==> src/rtl/uart_host_ctrl_pkg.sv <==
// Shared types and constants for the UART host controller: FSM state encoding,
// UART register addresses, register bit positions and the TX word builder.
package uart_host_ctrl_pkg;

   typedef enum logic [2:0] {
      IDLE,
      RX_CLR,
      TX_WR,
      TX_WAIT_BUSY,
      TX_WAIT_DONE
   } ctrlState_e;

   localparam logic UART_ADDR_TX = 1'b0;
   localparam logic UART_ADDR_RX = 1'b1;

   localparam int TX_START_BIT = 0;
   localparam int TX_BUSY_BIT  = 1;
   localparam int TX_DATA_LSB  = 24;
   localparam int RX_BUSY_BIT  = 8;
   localparam int RX_FIN_BIT   = 9;

   // TX register image: byte in the top lane, busy written as 0, start set.
   function automatic logic [31:0] txWord(input logic [7:0] b);
      logic [31:0] w;
      w = '0;
      w[TX_DATA_LSB +: 8] = b;
      w[TX_START_BIT]     = 1'b1;
      return w;
   endfunction

endpackage

==> src/rtl/uart_host_ctrl_if.sv <==
// Bundle of requester, consumer and UART register-port signals around the
// host controller. master = the controller, slave = everything around it.
interface uart_host_ctrl_if;

   logic        req0_valid;
   logic [7:0]  req0_data;
   logic        req0_ready;
   logic        req1_valid;
   logic [7:0]  req1_data;
   logic        req1_ready;
   logic        rx_valid;
   logic [7:0]  rx_data;
   logic        rx_ready;
   logic        uart_wrtEn;
   logic        uart_addr;
   logic [31:0] uart_txdata;
   logic [31:0] uart_readreg;
   logic        tx_done;
   logic        err_timeout;

   modport master (
      input  req0_valid, req0_data, req1_valid, req1_data, rx_ready, uart_readreg,
      output req0_ready, req1_ready, rx_valid, rx_data,
      output uart_wrtEn, uart_addr, uart_txdata, tx_done, err_timeout
   );

   modport slave (
      output req0_valid, req0_data, req1_valid, req1_data, rx_ready, uart_readreg,
      input  req0_ready, req1_ready, rx_valid, rx_data,
      input  uart_wrtEn, uart_addr, uart_txdata, tx_done, err_timeout
   );

endinterface

==> src/rtl/uart_host_ctrl_rr_arb2.sv <==
// Two-way round-robin arbiter. The pointer names the requester that wins a tie;
// after a grant it moves to the other requester. Grants are combinational and
// only issued while en is high, so a grant is always an acceptance.
module uart_rr_arb2 (
   input  logic       clk,
   input  logic       n_rst,
   input  logic       en,
   input  logic [1:0] req,
   output logic [1:0] grant
);

   logic ptr;

   // Favoured requester first, the other one only if the favoured one is idle.
   always_comb begin
      grant = 2'b00;
      if (en) begin
         if (req[ptr]) begin
            grant[ptr] = 1'b1;
         end else if (req[~ptr]) begin
            grant[~ptr] = 1'b1;
         end
      end
   end

   // Hand the tie-break to whichever requester was not just served.
   always_ff @(posedge clk or negedge n_rst) begin
      if (!n_rst) begin
         ptr <= 1'b0;
      end else if (grant[0]) begin
         ptr <= 1'b1;
      end else if (grant[1]) begin
         ptr <= 1'b0;
      end
   end

endmodule

==> src/rtl/uart_host_ctrl.sv <==
// UART host controller: shares the UART TX register between two byte
// requesters and drains received bytes into a one-entry holding register.
// Build option UART_HOST_CTRL_RX_EN: when defined, IDLE polls the RX register
// and the RX_CLR state plus holding register exist; otherwise IDLE sits on the
// TX address and only arbitrates TX, with rx_valid tied low.
//
// state        | meaning
// IDLE         | poll RX finish flag (RX build), else arbitrate TX requesters
// RX_CLR       | write 0 to RX register to clear its finish flag
// TX_WR        | write byte with start bit to TX register
// TX_WAIT_BUSY | wait for the UART to report busy (timed)
// TX_WAIT_DONE | wait for busy to fall, then pulse tx_done (timed)
module uart_host_ctrl
   import uart_host_ctrl_pkg::*;
#(
   parameter int TIMEOUT_CYCLES = 65535
) (
   input logic              clk,
   input logic              n_rst,
   uart_host_ctrl_if.master bus
);

   localparam int CNT_W = $clog2(TIMEOUT_CYCLES + 1);
   localparam logic [CNT_W-1:0] CNT_LAST = CNT_W'(TIMEOUT_CYCLES - 1);

`ifdef UART_HOST_CTRL_RX_EN
   localparam logic IDLE_ADDR = UART_ADDR_RX;
`else
   localparam logic IDLE_ADDR = UART_ADDR_TX;
`endif

   ctrlState_e       state;
   logic [CNT_W-1:0] waitCnt;
   logic             wrtEnQ;
   logic             addrQ;
   logic [31:0]      txDataQ;
   logic             txDoneQ;
   logic             errQ;
   logic             rxTake;
   logic             arbEn;
   logic [1:0]       grant;
   logic             unusedSink;

   // Only some ReadReg bits matter, and rx_ready is ignored without RX.
   assign unusedSink = ^{bus.uart_readreg, bus.rx_ready};

`ifdef UART_HOST_CTRL_RX_EN
   logic       rxValidQ;
   logic [7:0] rxDataQ;

   // Capture wins over TX in IDLE; a full holding register leaves the byte in the UART.
   assign rxTake = (state == IDLE) && bus.uart_readreg[RX_FIN_BIT] && !rxValidQ;

   // Holding register: fill on capture, empty on consumer pop.
   always_ff @(posedge clk or negedge n_rst) begin
      if (!n_rst) begin
         rxValidQ <= 1'b0;
         rxDataQ  <= '0;
      end else if (rxTake) begin
         rxValidQ <= 1'b1;
         rxDataQ  <= bus.uart_readreg[7:0];
      end else if (rxValidQ && bus.rx_ready) begin
         rxValidQ <= 1'b0;
      end
   end

   assign bus.rx_valid = rxValidQ;
   assign bus.rx_data  = rxDataQ;
`else
   assign rxTake       = 1'b0;
   assign bus.rx_valid = 1'b0;
   assign bus.rx_data  = '0;
`endif

   assign arbEn = (state == IDLE) && !rxTake;

   uart_rr_arb2 u_arb (
      .clk   (clk),
      .n_rst (n_rst),
      .en    (arbEn),
      .req   ({bus.req1_valid, bus.req0_valid}),
      .grant (grant)
   );

   assign bus.req0_ready  = grant[0];
   assign bus.req1_ready  = grant[1];
   assign bus.uart_wrtEn  = wrtEnQ;
   assign bus.uart_addr   = addrQ;
   assign bus.uart_txdata = txDataQ;
   assign bus.tx_done     = txDoneQ;
   assign bus.err_timeout = errQ;

   // Sequencer; UART strobes are set on the edge that enters the state they belong to.
   always_ff @(posedge clk or negedge n_rst) begin
      if (!n_rst) begin
         state   <= IDLE;
         waitCnt <= '0;
         wrtEnQ  <= 1'b0;
         addrQ   <= UART_ADDR_RX;
         txDataQ <= '0;
         txDoneQ <= 1'b0;
         errQ    <= 1'b0;
      end else begin
         wrtEnQ  <= 1'b0;
         txDoneQ <= 1'b0;
         case (state)
            IDLE: begin
               addrQ <= IDLE_ADDR;
               if (rxTake) begin
                  state   <= RX_CLR;
                  wrtEnQ  <= 1'b1;
                  addrQ   <= UART_ADDR_RX;
                  txDataQ <= '0;
               end else if (|grant) begin
                  state   <= TX_WR;
                  wrtEnQ  <= 1'b1;
                  addrQ   <= UART_ADDR_TX;
                  txDataQ <= txWord(grant[1] ? bus.req1_data : bus.req0_data);
               end
            end
`ifdef UART_HOST_CTRL_RX_EN
            RX_CLR: begin
               state <= IDLE;
               addrQ <= IDLE_ADDR;
            end
`endif
            TX_WR: begin
               state   <= TX_WAIT_BUSY;
               addrQ   <= UART_ADDR_TX;
               waitCnt <= '0;
            end
            TX_WAIT_BUSY: begin
               if (bus.uart_readreg[TX_BUSY_BIT]) begin
                  state   <= TX_WAIT_DONE;
                  waitCnt <= '0;
               end else if (waitCnt == CNT_LAST) begin
                  state <= IDLE;
                  addrQ <= IDLE_ADDR;
                  errQ  <= 1'b1;
               end else begin
                  waitCnt <= waitCnt + CNT_W'(1);
               end
            end
            TX_WAIT_DONE: begin
               if (!bus.uart_readreg[TX_BUSY_BIT]) begin
                  state   <= IDLE;
                  addrQ   <= IDLE_ADDR;
                  txDoneQ <= 1'b1;
               end else if (waitCnt == CNT_LAST) begin
                  state <= IDLE;
                  addrQ <= IDLE_ADDR;
                  errQ  <= 1'b1;
               end else begin
                  waitCnt <= waitCnt + CNT_W'(1);
               end
            end
            default: begin
               state <= IDLE;
               addrQ <= IDLE_ADDR;
            end
         endcase
      end
   end

endmodule

==> src/flat_wrapper.sv <==
// flat-port wrapper written by rule: the top's interface ports become plain ports
module uart_host_ctrl_flat import uart_host_ctrl_pkg::*;
#(
   parameter int TIMEOUT_CYCLES = 65535
)
  (clk, n_rst, bus_req0_valid, bus_req0_data, bus_req1_valid, bus_req1_data, bus_rx_ready, bus_uart_readreg, bus_req0_ready, bus_req1_ready, bus_rx_valid, bus_rx_data, bus_uart_wrtEn, bus_uart_addr, bus_uart_txdata, bus_tx_done, bus_err_timeout);
  uart_host_ctrl_if bus_i ();
  input logic clk;
  input logic n_rst;
  input wire logic [$bits(bus_i.req0_valid)-1:0] bus_req0_valid;
  input wire logic [$bits(bus_i.req0_data)-1:0] bus_req0_data;
  input wire logic [$bits(bus_i.req1_valid)-1:0] bus_req1_valid;
  input wire logic [$bits(bus_i.req1_data)-1:0] bus_req1_data;
  input wire logic [$bits(bus_i.rx_ready)-1:0] bus_rx_ready;
  input wire logic [$bits(bus_i.uart_readreg)-1:0] bus_uart_readreg;
  output wire logic [$bits(bus_i.req0_ready)-1:0] bus_req0_ready;
  output wire logic [$bits(bus_i.req1_ready)-1:0] bus_req1_ready;
  output wire logic [$bits(bus_i.rx_valid)-1:0] bus_rx_valid;
  output wire logic [$bits(bus_i.rx_data)-1:0] bus_rx_data;
  output wire logic [$bits(bus_i.uart_wrtEn)-1:0] bus_uart_wrtEn;
  output wire logic [$bits(bus_i.uart_addr)-1:0] bus_uart_addr;
  output wire logic [$bits(bus_i.uart_txdata)-1:0] bus_uart_txdata;
  output wire logic [$bits(bus_i.tx_done)-1:0] bus_tx_done;
  output wire logic [$bits(bus_i.err_timeout)-1:0] bus_err_timeout;
  assign bus_i.req0_valid = bus_req0_valid;
  assign bus_i.req0_data = bus_req0_data;
  assign bus_i.req1_valid = bus_req1_valid;
  assign bus_i.req1_data = bus_req1_data;
  assign bus_i.rx_ready = bus_rx_ready;
  assign bus_i.uart_readreg = bus_uart_readreg;
  assign bus_req0_ready = bus_i.req0_ready;
  assign bus_req1_ready = bus_i.req1_ready;
  assign bus_rx_valid = bus_i.rx_valid;
  assign bus_rx_data = bus_i.rx_data;
  assign bus_uart_wrtEn = bus_i.uart_wrtEn;
  assign bus_uart_addr = bus_i.uart_addr;
  assign bus_uart_txdata = bus_i.uart_txdata;
  assign bus_tx_done = bus_i.tx_done;
  assign bus_err_timeout = bus_i.err_timeout;
  uart_host_ctrl #(.TIMEOUT_CYCLES(TIMEOUT_CYCLES)) u_core (.clk(clk), .n_rst(n_rst), .bus(bus_i));
endmodule
==> config.mk <==
export PLATFORM = sky130hd
export DESIGN_NAME = uart_host_ctrl_flat
export DESIGN_NICKNAME = d
export VERILOG_FILES = /design/src/rtl/uart_host_ctrl_pkg.sv /design/src/rtl/uart_host_ctrl_if.sv /design/src/rtl/uart_host_ctrl_rr_arb2.sv /design/src/rtl/uart_host_ctrl.sv /design/src/flat_wrapper.sv
export SDC_FILE = /design/constraint.sdc
export NUM_CORES = 1
export LEC_CHECK = 0
export ABC_CLOCK_PERIOD_IN_PS = 2700
export CAP_MARGIN = 20
export CORE_MARGIN = 2
export CORE_UTILIZATION = 40
export CTS_CLUSTER_DIAMETER = 30
export DETAILED_ROUTE_END_ITERATION = 10
export MAX_ROUTING_LAYER = met4
export PLACE_DENSITY = 0.8
export SYNTH_ARGS = -nofsm -noshare
export SYNTH_HDL_FRONTEND = slang
export SYNTH_SLANG_ARGS = --single-unit
==> constraint.sdc <==
create_clock -name clk -period 2.7 [get_ports clk]
set_clock_uncertainty 0.05 [all_clocks]
set_input_delay 0.81 -clock clk [delete_from_list [all_inputs] [get_ports clk]]
set_output_delay 0.81 -clock clk [all_outputs]
set_load 0.03 [all_outputs]
==> flow_summary_export.csv, run 1 <==
group,metric,value,unit
clock_network,post-cts-setup-buffer-count,0,
power_and_ir_drop,power.total,1.928,mW
floorplanning,fp.dieArea,5610,um^2
worst_hold_path,holdCritPathClass,"reg -> reg",
critical_path,kind_of_end_point_of_the_critical_path,"primary output",
clock_network,cts_root_buffer,"sky130_fd_sc_hd__clkbuf_8",
routing,antenna_violating_nets_post_route,0,
clock_network,hold_buffers,0,
routing,drc,0,
placement,placed_cell_area,2328,um^2
sta,finalCritPeriodShare,94.13,%
sta,fin_hold_ws,422.8,ps
clock_network,cts_resized,0,
floorplanning,design.portCount,100,
placement,placed_cells,316,
cells_and_area,n_fill_cell,448,
cells_and_area,areaGrowthSynthToFinish,20.29,%
synth,simple_gate_share_of_the_synthesized_area,21.72,%
synth,post_synth_xor_area_fraction,0,%
power_and_ir_drop,power.leakage,1.066,nW
critical_path,cp_max_stage_delay,500,ps
critical_path,cell_with_the_biggest_individual_delay_on_the_critical_path,"sky130_fd_sc_hd__clkdlybuf4s50_1",
floorplanning,die-width,74.90,um
sta,minimum_clock_period_after_layout,2542,ps
clock_network,clock_tree_from_tritoncts,"yes",
clock_network,cts-htree-levels,2,
clock_network,ctsLongestPathBuffers,2,
routing,detail_route.vias_per_cell,4.963,
placement,count_of_input_and_output_buffers,35,
synth,synthTopCellsByArea,"sky130_fd_sc_hd__dfrtp_1 (40%), sky130_fd_sc_hd__buf_4 (12%), sky130_fd_sc_hd__a21oi_1 (6.0%)",
synth,synth_async_sr_flop_share,100.0,%
critical_path,cp_num_buf_inv,3,
cells_and_area,nets,311,
clock_network,cts.reportedPaths.clkPinSlew,60,ps
synth,synth_sequential_area_ratio,41.13,%
grt,pin_count_of_the_biggest_net_entering_global_routing,34,
sta,setup_tns_final,0,ps
routing,drtPass1Iterations,4,
sta,finalWorstSetupSlack,158.4,ps
synth,yosysWarningCount,0,
clock_network,clock_latency,290,ps
cells_and_area,finish.instance_area,2419,um^2
sta,grt_setup_unrepaired,"false",
cells_and_area,final_layout_size_suffix_gt1_share,9.728,%
synth,netlist_instances,215,
cells_and_area,final_core_util,50.54,%
critical_path,timing.setup.critical_path_class,"in -> out",
synth,post_synth_instance_area,2011,um^2
grt,global_route.overflow_total,0,
synth,synth.ff_latch_count,33,
synth,synth_area_per_cell,9.352,um^2
cells_and_area,antenna_diode_count,0,
synth,yosys_most_used_dff,"sky130_fd_sc_hd__dfrtp_1",
power_and_ir_drop,p_per_area,797.3,nW/um^2
placement,dp_hpwl,2889,um
floorplanning,initial_core_util,42.01,%
sta,fmax,0.3934,GHz
grt,grt_first_pass_wirelength,6437,um
synth,post_synthesis_cell_type_with_the_largest_combined_area,"sky130_fd_sc_hd__dfrtp_1",
critical_path,timing.critical_path.cells,"clkdlybuf4s50_1 -> nand2b_1 -> nand3_1 -> inv_1 -> buf_4",
synth,synth.top_cell.area_share,39.83,%
grt,total_grt_usage,15.39,%
routing,drt_wl_total,3974,um
synth,synth_top_family_by_area,"simple AND/OR/NAND/NOR gates",
critical_path,worstPathArrival,1680,ps
synth,yosysUniqueCellTypes,42,
floorplanning,floorplan.die.height,74.90,um
flow_run,maxCapViolations,0,
floorplanning,rows,25,
synth,synth_edf_count,0,
critical_path,worst-path-max-fanout,3,
synth,post_synth_fa_ha_maj_area_fraction,1.245,%
floorplanning,coreArea,4786,um^2
grt,grt_pass1_vias,1437,
routing,routed-via-count,1608,
critical_path,worst-r2r-setup-slack,640,ps
synth,portion_of_netlist_area_occupied_by_mux_cells,3.983,%
synth,synthMostInstantiatedCell,"sky130_fd_sc_hd__buf_4",
routing,avgRoutedWirePerCell,12.27,um
critical_path,crit_family,"buffers and inverters",
clock_network,clock_sinks,33,
synth,synthTopCellsByCount,"sky130_fd_sc_hd__buf_4 (33), sky130_fd_sc_hd__dfrtp_1 (32), sky130_fd_sc_hd__a21oi_1 (24)",
cells_and_area,final-instance-count-excl-fill,324,
routing,detailedRoute.firstIterationViolations,70,
clock_network,cts_inserted_buffers,5,
critical_path,worst-endpoint-required,1840,ps
placement,finalWeightedCongestion,0.8264,
sta,total_count_of_hold_check_failures_in_the_final_report,0,
outcome,status,"completed",
sta,maxSlewViolCount,0,
synth,complex_gate_fraction_of_the_synthesized_area,16.12,%
grt,grt_antenna_before_repair,0,
sta,setup_viol,0,
placement,detailedPlace.worstSlack,-111.9,ps
critical_path,worstSetupStartpointType,"primary input",
power_and_ir_drop,worst_ir_drop_vdd,0.0003916,V
## flip-flops by register name, summed over array words and instances (netlist names)
register                cells
u_core.bus.err_timeout      1
u_core.bus.tx_done          1
u_core.bus.uart_addr        1
u_core.bus.uart_txdata      9
u_core.bus.uart_wrtEn       1
u_core.state                3
u_core.u_arb.ptr            1
u_core.waitCnt             16
## logic make-up after synthesis
| group | after synthesis |
|---|---|
| compound gates | 52 |
| fa+ha+maj | 2 |
| buf+inv | 46 |
| flops | 33 |
| mux | 8 |
| other cells | 1 |
| simple gates | 73 |
## cell type report
type                    count  area (um^2)  share of cell area (%)
multi-input cells         167        985.9                   40.77
flip-flops and latches     33        827.0                   34.20
repair buffers             44        412.9                   17.07
clock buffers               8        90.09                   3.725
well taps                  67        83.83                   3.466
inverters                   5        18.77                  0.7760
## placed cells by master, fill, tap and decap left out, types with 6 or more instances in the layout
| master | instances |
|---|---|
| sky130_fd_sc_hd__or4_1 | 8 |
| sky130_fd_sc_hd__mux2i_1 | 8 |
| sky130_fd_sc_hd__clkbuf_8 | 6 |
| sky130_fd_sc_hd__nand3_1 | 6 |
| sky130_fd_sc_hd__buf_4 | 11 |
| sky130_fd_sc_hd__conb_1 | 32 |
| sky130_fd_sc_hd__a21oi_1 | 24 |
| sky130_fd_sc_hd__nor2_1 | 12 |
| sky130_fd_sc_hd__o31ai_1 | 9 |
| sky130_fd_sc_hd__nand2_1 | 14 |
| sky130_fd_sc_hd__clkdlybuf4s50_1 | 33 |
| sky130_fd_sc_hd__o21ai_0 | 7 |
| sky130_fd_sc_hd__dfrtp_1 | 32 |
## layer usage
layer	part of all wire (%)	routed length [um]	track usage [%]	vias to the layer above
met5	0	0	-	-
met3	3.5	140	3.213	7
met2	48	1894	23.20	40
li1	-	-	-	801
met1	47	1866	19.78	760
met4	1.8	72	7.143	0
## final timing paths
kind / start / endpoint / cells past startpoint
min in group asynchronous: n_rst / u_core.waitCnt[6]$_DFFE_PN0P_ / 2
max in group asynchronous: n_rst / u_core.bus.uart_addr$_DFFE_PN1P_ / 2
worst min-delay path: u_core.bus.err_timeout$_DFFE_PN0P_ / u_core.bus.err_timeout$_DFFE_PN0P_ / 1
worst min register to register: u_core.bus.err_timeout$_DFFE_PN0P_ / u_core.bus.err_timeout$_DFFE_PN0P_ / 1
worst max-delay path: bus_req0_valid / bus_req1_ready / 5
worst max register to register: u_core.state[0]$_DFFE_PN0P_ / u_core.waitCnt[13]$_DFFE_PN0P_ / 4
## report_power, final
group / total (mW) / internal (mW) / switching, mW / leakage, nW
combinational: 0.845 / 0.349 / 0.495 / 0.599
clock: 0.383 / 0.208 / 0.175 / 0.0455
sequential: 0.701 / 0.607 / 0.0943 / 0.421
total: 1.93 / 1.16 / 0.765 / 1.07
Note: power is estimated with default switching activity, not from simulation.
==> inputs of run 2 (changes only) <==
Settings changed: CORE_UTILIZATION 40 to 60, DONT_BUFFER_PORTS set to 1, PLACE_DENSITY 0.8 to 0.76.
==> flow_summary_export.csv, run 2 (synthesis gave the netlist of run 1 again) <==
group,metric,value,unit
outcome,status,"completed",
clock_network,hold_buffers,0,
critical_path,worst-path-max-fanout,8,
routing,antenna_violating_nets_post_route,0,
grt,grt_antenna_before_repair,0,
floorplanning,fp.dieArea,3830,um^2
clock_network,cts_resized,0,
flow_run,maxCapViolations,0,
grt,pin_count_of_the_biggest_net_entering_global_routing,34,
floorplanning,design.portCount,100,
cells_and_area,layout.cells.most_common_list,"sky130_fd_sc_hd__conb_1 (32), sky130_fd_sc_hd__dfrtp_1 (32), sky130_fd_sc_hd__a21oi_1 (24), sky130_fd_sc_hd__nand2_1 (14), sky130_fd_sc_hd__nor2_1 (12)",
sta,setup_tns_final,0,ps
worst_hold_path,holdCritPathClass,"in -> async",
cells_and_area,nets,272,
cells_and_area,largest_register_ff_count,16,
power_and_ir_drop,worst_ir_drop_vdd,0.0006531,V
sta,timing_worst_slew_pin_value,530.4,ps
routing,drtPass1Iterations,4,
clock_network,cts_inserted_buffers,5,
critical_path,kind_of_end_point_of_the_critical_path,"primary output",
clock_network,clock_sinks,33,
sta,fmax,0.4245,GHz
cells_and_area,antenna_diode_count,0,
routing,avgRoutedWirePerCell,14.20,um
sta,setup_viol,0,
critical_path,timing.setup.critical_path_class,"reg -> out",
clock_network,clock_tree_from_tritoncts,"yes",
placement,finalWeightedCongestion,0.8541,
cells_and_area,regMostFlops,"u_core.waitCnt",
routing,detailedRoute.firstIterationViolations,115,
grt,global_route.overflow_total,0,
clock_network,clock_latency,340,ps
floorplanning,die-width,61.89,um
floorplanning,rows,21,
power_and_ir_drop,power.leakage,0.8954,nW
floorplanning,initial_core_util,61.22,%
grt,total_grt_usage,23.84,%
critical_path,worst-endpoint-required,1840,ps
sta,grt_setup_unrepaired,"false",
floorplanning,coreArea,3284,um^2
power_and_ir_drop,p_per_area,824.0,nW/um^2
critical_path,worstPathArrival,1500,ps
placement,count_of_input_and_output_buffers,0,
routing,drt_wl_total,3748,um
routing,routed-via-count,1527,
clock_network,post-cts-setup-buffer-count,0,
floorplanning,floorplan.die.height,61.89,um
clock_network,cts.reportedPaths.clkPinSlew,100,ps
clock_network,cts_root_buffer,"sky130_fd_sc_hd__clkbuf_4",
grt,grt_pass1_vias,1421,
cells_and_area,final_layout_size_suffix_gt1_share,8.716,%
cells_and_area,final_core_util,60.46,%
sta,total_count_of_hold_check_failures_in_the_final_report,0,
routing,drc,0,
clock_network,ctsLongestPathBuffers,2,
sta,minimum_clock_period_after_layout,2355,ps
grt,grt_first_pass_wirelength,6368,um
critical_path,worstSetupStartpointType,"register",
cells_and_area,finish.instance_area,1986,um^2
sta,fin_hold_ws,97.29,ps
placement,placed_cell_area,1927,um^2
placement,dp_hpwl,2802,um
clock_network,cts-htree-levels,2,
sta,maxSlewViolCount,0,
routing,detail_route.vias_per_cell,5.784,
cells_and_area,areaGrowthSynthToFinish,-1.245,%
sta,slew_headroom,64.37,%
sta,finalCritPeriodShare,87.24,%
==> run 2: cell types whose count changed in the layout (fill, tap and decap cells not counted) <==
cell / before / now
sky130_fd_sc_hd__buf_4: 11 / 5
sky130_fd_sc_hd__clkbuf_4: 0 / 5
sky130_fd_sc_hd__clkbuf_8: 6 / 1
sky130_fd_sc_hd__clkdlybuf4s50_1: 33 / 0
==> run 2: path summary, 6_finish.rpt <==
path	from	to	cells after the start	slack, ps
min reg2reg	u_core.u_arb.ptr$_DFFE_PN0P_	u_core.u_arb.ptr$_DFFE_PN0P_	2	460
min in group clk	u_core.u_arb.ptr$_DFFE_PN0P_	u_core.u_arb.ptr$_DFFE_PN0P_	2	460
max reg2reg	u_core.state[0]$_DFFE_PN0P_	u_core.waitCnt[13]$_DFFE_PN0P_	4	560
max	u_core.state[2]$_DFFE_PN0P_	bus_req0_ready	4	340
max in group asynchronous	n_rst	u_core.bus.uart_addr$_DFFE_PN1P_	0	2320
min	n_rst	u_core.waitCnt[6]$_DFFE_PN0P_	0	100
==> run 2: layout make-up <==
type	instances	area (um^2)
clock buffers	8	58.81
fillers	301	1299
inverters	5	18.77
multi-input cells	167	985.9
flip-flops and latches	33	827.0
well taps	46	57.56
repair buffers	5	37.54
==> run 2: critical path, cell delays in order (launching register included) <==
cell and delay (ps):
sky130_fd_sc_hd__dfrtp_1 490, sky130_fd_sc_hd__nor3_1 290, sky130_fd_sc_hd__nand3_1 150, sky130_fd_sc_hd__inv_1 80
sky130_fd_sc_hd__buf_4 150
==> run 2: power by group <==
part	total [mW]	switching, mW	internal (mW)
Clock	0.289	0.161	0.128
Sequential	0.854	0.250	0.604
Combinational	0.493	0.308	0.184
Total	1.64	0.719	0.917
==> run 2: per-stage QoR <==
stage / std cells / setup slack (ps) / power (mW)
floorplan: 246 / 226.7 / 1.308
CTS: 264 / 339.4 / 1.648
finish: 264 / 344.6 / 1.636
global placement: 256 / 436.2 / 1.321
detailed placement: 256 / 361.7 / 1.362
global route: 264 / 205.2 / 1.752
==> run 2: layer usage <==
metal  vias to the layer above  part of all wire, %  global-route usage, %
li1                        722                    -                      -
met1                       736                   41                  26.53
met2                        60                   50                  40.30
met3                         9                  6.7                  8.282
met4                         0                  2.1                  7.295
met5                         -                    0                      -
==> inputs of run 3 (changes only) <==
Settings changed: ABC_CLOCK_PERIOD_IN_PS 2700 to 2300, CTS_CLUSTER_DIAMETER 30 to unset.
Clock period 2.7 ns to 2.3 ns, I/O delays scaled along.
==> flow_summary_export.csv, run 3 (synthesis gave the netlist of run 1 again) <==
group,metric,value,unit
clock_network,cts_inserted_buffers,5,
clock_network,clock_tree_from_tritoncts,"yes",
flow_run,maxCapViolations,0,
clock_network,clock_latency,340,ps
cells_and_area,layout.area.seq,828.3,um^2
outcome,status,"completed",
grt,global_route.overflow_total,0,
floorplanning,die-width,61.89,um
sta,fmax,0.4563,GHz
sta,finalWorstSetupSlack,108.2,ps
routing,drtPass1Iterations,4,
placement,finalWeightedCongestion,0.8759,
placement,dp_hpwl,2767,um
routing,avgRoutedWirePerCell,14.34,um
clock_network,ctsLongestPathBuffers,2,
critical_path,worst-endpoint-required,1560,ps
power_and_ir_drop,worst_ir_drop_vdd,0.0007484,V
routing,drt_wl_total,3801,um
sta,minimum_clock_period_after_layout,2192,ps
floorplanning,design.portCount,100,
cells_and_area,layout.cells.most_common_list,"sky130_fd_sc_hd__conb_1 (32), sky130_fd_sc_hd__dfrtp_1 (31), sky130_fd_sc_hd__a21oi_1 (24), sky130_fd_sc_hd__nand2_1 (14), sky130_fd_sc_hd__nor2_1 (12)",
critical_path,worst-path-max-fanout,8,
placement,placed_cells,256,
power_and_ir_drop,p_sw_share,42.03,%
floorplanning,fp.dieArea,3830,um^2
cells_and_area,nets,273,
routing,detail_route.vias_per_cell,5.766,
power_and_ir_drop,p_per_area,1010,nW/um^2
cells_and_area,final_layout_size_suffix_gt1_share,10.50,%
power_and_ir_drop,internal_power,1.193,mW
grt,grt_pass1_vias,1413,
grt,pin_count_of_the_biggest_net_entering_global_routing,33,
critical_path,timing.setup.critical_path_class,"reg -> out",
floorplanning,initial_core_util,61.22,%
critical_path,worstSetupStartpointType,"register",
sta,maxSlewViolCount,0,
placement,detailedPlace.worstSlack,134.0,ps
sta,setup_tns_final,0,ps
routing,antenna_violating_nets_post_route,0,
routing,routed-via-count,1528,
grt,grt_antenna_before_repair,0,
placement,count_of_input_and_output_buffers,0,
critical_path,kind_of_end_point_of_the_critical_path,"primary output",
cells_and_area,n_fill_cell,296,
power_and_ir_drop,power.leakage,0.9181,nW
cells_and_area,largest_register_ff_count,16,
power_and_ir_drop,power.combinational.fraction,28.7,%
floorplanning,rows,21,
sta,total_count_of_hold_check_failures_in_the_final_report,0,
cells_and_area,areaGrowthSynthToFinish,1.369,%
routing,drc,0,
clock_network,cts.reportedPaths.clkPinSlew,110,ps
clock_network,cts-htree-levels,2,
grt,total_grt_usage,22.30,%
critical_path,worstPathArrival,1450,ps
sta,finalCritPeriodShare,95.29,%
clock_network,cts_root_buffer,"sky130_fd_sc_hd__clkbuf_4",
cells_and_area,regMostFlops,"u_core.waitCnt",
sta,grt_setup_unrepaired,"false",
floorplanning,coreArea,3284,um^2
cells_and_area,final_common_cell,"sky130_fd_sc_hd__conb_1",
power_and_ir_drop,p_clk_share,22.1,%
cells_and_area,final-instance-count-excl-fill,265,
routing,detailedRoute.firstIterationViolations,63,
worst_hold_path,holdCritPathClass,"in -> async",
floorplanning,floorplan.die.height,61.89,um
clock_network,clock_sinks,33,
cells_and_area,multi_input_area,991.0,um^2
sta,setup_viol,0,
grt,grt_first_pass_wirelength,6044,um
power_and_ir_drop,net-switching-power,0.8652,mW
cells_and_area,antenna_diode_count,0,
power_and_ir_drop,seqPwrFrac,49.2,%
## run 3: stage by stage
step	power, mW	utilization [%]	instance area [um^2]	hold WS, ps
floorplan	1.536	-	2127	344.4
global placement	1.551	58.67	1927	345.1
detailed placement	1.597	58.67	1927	345.1
CTS	2.071	61.87	2032	107.6
global route	2.187	62.06	2038	98.78
finish	2.058	62.06	2038	107.6
## run 3: repair_timing
item	4_1_cts	5_1_grt
buffers inserted	0	0
hold buffers	1	0
resized for setup	0	2
endpoints found under the hold margin	32	0
endpoints found under the setup margin	0	2
## run 3: path summary, 6_finish.rpt
kind,startpoint,end,slack (ps),cells past startpoint
max,u_core.state[2]$_DFFE_PN0P_,bus_req0_ready,110,4
min,n_rst,u_core.waitCnt[5]$_DFFE_PN0P_,110,1
max reg2reg,u_core.state[0]$_DFFE_PN0P_,u_core.waitCnt[11]$_DFFE_PN0P_,160,4
min reg2reg,u_core.u_arb.ptr$_DFFE_PN0P_,u_core.u_arb.ptr$_DFFE_PN0P_,490,2
max in group asynchronous,n_rst,u_core.waitCnt[11]$_DFFE_PN0P_,1910,1
min in group clk,bus_uart_readreg[1],u_core.bus.tx_done$_DFF_PN0_,340,1
## run 3: final cells by class
type	count	share of cell area (%)
Multi-Input combinational cell	167	48.62
Sequential cell	33	40.64
Clock buffer	7	2.701
Clock inverter	1	1.473
Inverter	5	0.9208
Tap cell	46	2.824
Timing Repair Buffer	6	2.824
## run 3: power groups by stage
stage	Sequential [mW]	Clock [mW]	Combinational, mW
3_5_place_dp	1.02	0	0.576
6_report	1.01	0.455	0.591
3_3_place_gp	1.00	0	0.549
4_1_cts	1.01	0.469	0.594
5_1_grt	1.03	0.491	0.667
2_1_floorplan	0.954	0	0.581
## run 3: critical path: stages, from the launching register on
cell,delay (ps)
sky130_fd_sc_hd__dfrtp_1,490
sky130_fd_sc_hd__nor3_2,230
sky130_fd_sc_hd__nand3_1,150
sky130_fd_sc_hd__inv_1,80
sky130_fd_sc_hd__buf_4,150
## run 3: routing by layer
metal	track usage (%)	part of all wire, %	vias up
met5	-	0	-
met4	10.64	2.4	0
met3	6.625	7.6	10
met2	36.24	49	73
met1	25.13	41	718
li1	-	-	727
==> edit 1 (config.mk and constraints of run 1) <==
`TIMEOUT_CYCLES` is set to 65535 in 2 places; all go to 131070.
--- a/src/rtl/uart_host_ctrl.sv
+++ b/src/rtl/uart_host_ctrl.sv
@@ -13,7 +13,7 @@
 module uart_host_ctrl
    import uart_host_ctrl_pkg::*;
 #(
-   parameter int TIMEOUT_CYCLES = 65535
+   parameter int TIMEOUT_CYCLES = 131070
 ) (
    input logic              clk,
    input logic              n_rst,
--- a/src/flat_wrapper.sv
+++ b/src/flat_wrapper.sv
@@ -1,7 +1,7 @@
 // flat-port wrapper written by rule: the top's interface ports become plain ports
 module uart_host_ctrl_flat import uart_host_ctrl_pkg::*;
 #(
-   parameter int TIMEOUT_CYCLES = 65535
+   parameter int TIMEOUT_CYCLES = 131070
 )
   (clk, n_rst, bus_req0_valid, bus_req0_data, bus_req1_valid, bus_req1_data, bus_rx_ready, bus_uart_readreg, bus_req0_ready, bus_req1_ready, bus_rx_valid, bus_rx_data, bus_uart_wrtEn, bus_uart_addr, bus_uart_txdata, bus_tx_done, bus_err_timeout);
   uart_host_ctrl_if bus_i ();
Check against the original RTL: same outputs for any inputs over 10 cycles, from zero or initial values and one cycle with n_rst low; that may be too few to reach the edited logic, so the function may still have changed.
==> edit 1 against run 1 <==
Sequential share of layout area grew 0.34 points. Synthesized area increased by 1.2%. Synthesized cell count unchanged. Fmax fell by 0.69%. Highest routed layer unchanged. Non-clock buffer count up 1. Worst hold slack better by 0.0043 ns. Routed wire length shrank 1.3%. Sequential cell count grew 1. Cell area grew 2.0%. Worst setup slack worse by 0.018 ns. Total power increased by 0.58%.
==> edit 1: results (changes against run 1) <==
Parameter                              Value

Global route
  M1 GR Usage ... 19.3% (-0.49 points)
  Met3 track demand over resource ... 4.63% (+1.4 points)
  Global-route track usage on met2 ... 24.0% (+0.76 points)
  Maximum number of pins on one net before global-route repair ... 35 (+2.9%)
  Number of global-route vias before repair ... 1462 (+1.7%)
  Tot GR Track Use ... 15.4% (+0.015 points)
  First-pass GRT wire length ... 6460 microns (+0.33%)

Finish
  Total of fill cells in the finished design ... 461 (+2.9%)
  Fraction of final layout cells sized beyond drive strength 1 ... 11.1% (+1.4 points)
  Max reg flops ... 17 (+1)

Detailed routing
  Met3 WL post-DR ... 269 microns (+92%)
  Post-Route WL ... 3920 microns (-1.3%)
  Starting DRT DRC Count ... 94 (+34%)
  Routed wire length on met2 ... 1840 microns (-3.1%)
  Routed length per instance ... 12.0 microns (-2.5%)
  DRT met1 WL ... 1770 microns (-5.4%)
  Average via count per standard cell ... 4.88 (-1.6%)

Setup path
  FF-to-FF End ... u_core.waitCnt[7]$_DFFE_PN0P_
  Launch instance of the worst register-to-register path ... u_core.waitCnt[0]$_DFFE_PN0P_
  Arrival @ worst endpoint ... 1.70 ns (+0.02 ns)
  Worst reg-to-reg setup slack ... 0.74 ns (+0.10 ns)

Logic synthesis
  Top area cells in the synthesized netlist ... sky130_fd_sc_hd__dfrtp_1 41%, sky130_fd_sc_hd__buf_4 12%, sky130_fd_sc_hd__mux2i_1 5.9%
  Sequential cell area fraction in the yosys report ... 41.9% (+0.72 points)
  Top cell types by occurrence after synthesis ... 33 x sky130_fd_sc_hd__dfrtp_1, 32 x sky130_fd_sc_hd__buf_4, 21 x sky130_fd_sc_hd__a21oi_1

Place
  Detailed-placement wirelength estimate ... 2870 microns (-0.82%)
  Last weighted congestion value of the routability-driven placer ... 0.796 (-3.7%)
  Number of instances in the placed design ... 320 (+1.3%)

Power and ir drop
  Cell-internal power ... 1150 uW (-0.83%)
  Worst voltage drop across the vdd grid ... 0.499 mV (+28%)
  Leak ... 0.00112 uW (+5.2%)
  Combinational Power Share ... 42.8% (-1.0 points)

STA
  Worst slack on hold paths ... 0.427 ns (+0.00432 ns)

Clock network
  Num CTS Buffers ... 5 (unchanged)

Status
  Result of the run ... completed
edit 1: cell count changes in the layout (fill, tap and decap cells not counted), moves of 3 or more:
cell | run 1 | this run
sky130_fd_sc_hd__mux2i_1 | 8 | 12
sky130_fd_sc_hd__or3_1 | 4 | 1
sky130_fd_sc_hd__nand2b_1 | 3 | 6
sky130_fd_sc_hd__nand2_1 | 14 | 17
sky130_fd_sc_hd__a21oi_1 | 24 | 21
sky130_fd_sc_hd__nor4_1 | 0 | 4
sky130_fd_sc_hd__and4_1 | 4 | 1
sky130_fd_sc_hd__o21ai_0 | 7 | 4
sky130_fd_sc_hd__o211ai_1 | 3 | 0
edit 1: cell families (layout without fill, tap and decap cells):
| logic type | count (synthesis) | after routing | share of synthesized area [%] |
|---|---|---|---|
| flops | 34 | 34 | 41.9 |
| compound gates | 44 | 44 | 13.3 |
| simple gates | 78 | 78 | 22.7 |
| buf+inv | 44 | 59 | 14.9 |
| mux | 12 | 12 | 5.90 |
| fa+ha+maj | 2 | 2 | 1.23 |
| other cells | 1 | 32 | 0.184 |
edit 1: metrics by stage:
| step | total power [uW] | worst slack [ns] | instance area [sq um] |
|---|---|---|---|
| after floorplan | 1300 | 0.271 | 2150 |
| after global placement | 1540 | 0.0739 | 2380 |
| after detailed placement | 1560 | 0.0309 | 2380 |
| after CTS | 1960 | 0.135 | 2470 |
| after global routing | 2070 | 0.0885 | 2470 |
| final | 1940 | 0.141 | 2470 |
edit 1: cell type report:
cell class	instances	area (sq um)	area share, %
inverters	6	22.5	0.913
repair buffers	45	420	17.0
multi-input cells	168	997	40.4
clock inverters	1	5.00	0.203
clock buffers	7	86.3	3.50
well taps	67	83.8	3.40
flip-flops and latches	34	852	34.5
==> edit 2 (flow settings as in run 1) <==
Made on the original files. Re-encode `ctrlState_e` (5 states) as one-hot, 5 bits wide.
--- a/src/rtl/uart_host_ctrl_pkg.sv
+++ b/src/rtl/uart_host_ctrl_pkg.sv
@@ -2,12 +2,12 @@
 // UART register addresses, register bit positions and the TX word builder.
 package uart_host_ctrl_pkg;
 
-   typedef enum logic [2:0] {
-      IDLE,
-      RX_CLR,
-      TX_WR,
-      TX_WAIT_BUSY,
-      TX_WAIT_DONE
+   typedef enum logic [4:0] {
+      IDLE         = 5'b00001,
+      RX_CLR       = 5'b00010,
+      TX_WR        = 5'b00100,
+      TX_WAIT_BUSY = 5'b01000,
+      TX_WAIT_DONE = 5'b10000
    } ctrlState_e;
 
    localparam logic UART_ADDR_TX = 1'b0;
Behaviour: no difference found for any inputs over 10 cycles, from zero or initial values and one cycle with n_rst low; not proved beyond that.
==> edit 2 against run 1 <==
Fmax fell by 1.5%. Sequential cell count rose by 2. Combinational power fell by 49%. Sequential share of layout area rose by 0.20 points. Synthesized area rose by 5.5%. Worst hold slack got worse by 0.015 ns. Register-to-register slack got worse by 0.03 ns. Total power fell by 22%. Worst setup slack got worse by 0.038 ns. Cell area rose by 5.6%. Routed wire length rose by 3.6%. Largest cell class unchanged. Largest power group is now sequential cells.
==> edit 2: results (changes against run 1) <==
Parameter                              Value

Place
  Last weighted congestion value of the routability-driven placer ... 0.849 (+2.7%)
  Detailed-placement wirelength estimate ... 3070 microns (+6.3%)

Die
  Die Area ... 0.00590 sq mm (+5.2%)

Finish
  Total of fill cells in the finished design ... 493 (+10%)
  Fraction of final layout cells sized beyond drive strength 1 ... 10.7% (+0.93 points)
  Final nets ... 326 (+4.8%)

Logic synthesis
  Area share of xor/xnor cells in the synthesized design ... 4.13% (+4.1 points)
  Top cell types by occurrence after synthesis ... 33 x sky130_fd_sc_hd__buf_4, 33 x sky130_fd_sc_hd__dfrtp_1, 22 x sky130_fd_sc_hd__nor2_1
  Multiplexer area fraction after synthesis ... 4.72% (+0.74 points)
  Unique cell type count in the Yosys netlist ... 47 (+12%)
  Adder-Cell Fraction of Synth Area ... 1.18% (-0.065 points)
  Top area cells in the synthesized netlist ... sky130_fd_sc_hd__dfrtp_1 39%, sky130_fd_sc_hd__buf_4 12%, sky130_fd_sc_hd__mux2i_1 4.7%
  Number of warnings reported in the yosys synthesis log ... 0 (unchanged)
  Sequential cell area fraction in the yosys report ... 41.4% (+0.28 points)
  Fraction of the mapped netlist area in compound gates ... 9.91% (-6.2 points)

Setup path
  Launch instance of the worst register-to-register path ... u_core.waitCnt[0]$_DFFE_PN0P_
  Maximum fanout count along the critical path ... 3 (unchanged)
  FF-to-FF End ... u_core.waitCnt[6]$_DFFE_PN0P_
  Worst reg-to-reg setup slack ... 0.61 ns (-0.03 ns)
  Number of cells traversed by the worst register-to-register path ... 7 (+3)
  Arrival @ worst endpoint ... 1.72 ns (+0.04 ns)

Detailed routing
  Starting DRT DRC Count ... 63 (-10%)
  Average via count per standard cell ... 4.82 (-3.0%)
  Routed length per instance ... 12.0 microns (-1.8%)

Global route
  Tot GR Track Use ... 15.3% (-0.042 points)
  Maximum number of pins on one net before global-route repair ... 36 (+5.9%)
  First-pass GRT wire length ... 7150 microns (+11%)
  Number of global-route vias before repair ... 1531 (+6.5%)

STA
  Worst slack on hold paths ... 0.408 ns (-0.0151 ns)

Power and ir drop
  Leak ... 0.00121 uW (+13%)
  Worst voltage drop across the vdd grid ... 0.296 mV (-24%)

Status
  Result of the run ... completed

Hold path
  Terminating pin of the worst hold path ... u_core.bus.uart_addr$_DFFE_PN1P_
  Worst hold start ... u_core.bus.uart_addr$_DFFE_PN1P_

Clock network
  CTS clock-pin slew for the worst setup and hold paths ... 0.07 ns
## edit 2: cell count changes in the layout (fill, tap and decap cells not counted), sizes merged, moves of 4 or more
| cell | delta |
|---|---|
| and4 | -4 |
| or4 | -7 |
| or3 | -4 |
| o21ai | +8 |
| o31ai | -7 |
| nor3b | +5 |
| xnor2 | +10 |
| nand2 | +4 |
| nor3 | +6 |
| a21oi | -19 |
| nor4 | +4 |
| nor2 | +10 |
## edit 2: worst max-delay path by stage
stage	startpoint	to	slack, ns
CTS	bus_req0_valid	bus_req0_ready	0.13
detailed placement	bus_uart_readreg[1]	u_core.waitCnt[5]$_DFFE_PN0P_	0.1
global placement	bus_uart_readreg[1]	u_core.waitCnt[5]$_DFFE_PN0P_	0.07
global route	u_core.state[2]$_DFFE_PN0P_	bus_req0_ready	0.02
finish	bus_req0_valid	bus_req0_ready	0.12
floorplan	bus_req0_valid	bus_req1_ready	0.27
## edit 2: metal layers
metal	global-route usage (%)	share of wire (%)
met5	-	0
met4	7.64	2.3
met3	2.59	4.2
met2	24.5	49
met1	18.8	45
## edit 2: cell type report
| cell class | instances | area, sq um | share of cell area, % |
|---|---|---|---|
| clock inverters | 1 | 5.00 | 0.196 |
| flip-flops and latches | 35 | 878 | 34.4 |
| inverters | 7 | 26.3 | 1.03 |
| repair buffers | 45 | 420 | 16.5 |
| well taps | 70 | 87.6 | 3.43 |
| clock buffers | 7 | 86.3 | 3.38 |
| multi-input cells | 177 | 1050 | 41.1 |
## edit 2: logic make-up after synthesis
family	count (synthesis)
multiplexers	10
other	1
buffers and inverters	49
adder cells (fa/ha/maj)	2
XOR/XNOR	10
AO/OA/AOI/OAI	34
flip-flops	35
AND/OR/NAND/NOR	88
## edit 2: power breakdown
group / switching (uW) / internal [uW] / total (uW) / leakage [uW]
Combinational: 263 / 172 / 435 / 0.000706
Sequential: 69.5 / 602 / 672 / 0.000453
Clock: 188 / 206 / 394 / 0.0000482
Total: 521 / 980 / 1500 / 0.00121
## edit 2: per-stage QoR
| stage | util (%) | cells | setup slack [ns] | total power (uW) | area, sq um |
|---|---|---|---|---|---|
| 6_report | 50.0 | 342 | 0.120 | 1500 | 2550 |
| 5_1_grt | 50.0 | 342 | 0.0159 | 1590 | 2550 |
| 4_1_cts | 50.0 | 342 | 0.130 | 1510 | 2550 |
| 3_5_place_dp | 48.2 | 334 | 0.0959 | 1120 | 2460 |
| 3_3_place_gp | 48.2 | 334 | 0.0725 | 1100 | 2460 |
| 2_1_floorplan | - | 261 | 0.270 | 981 | 2240 |
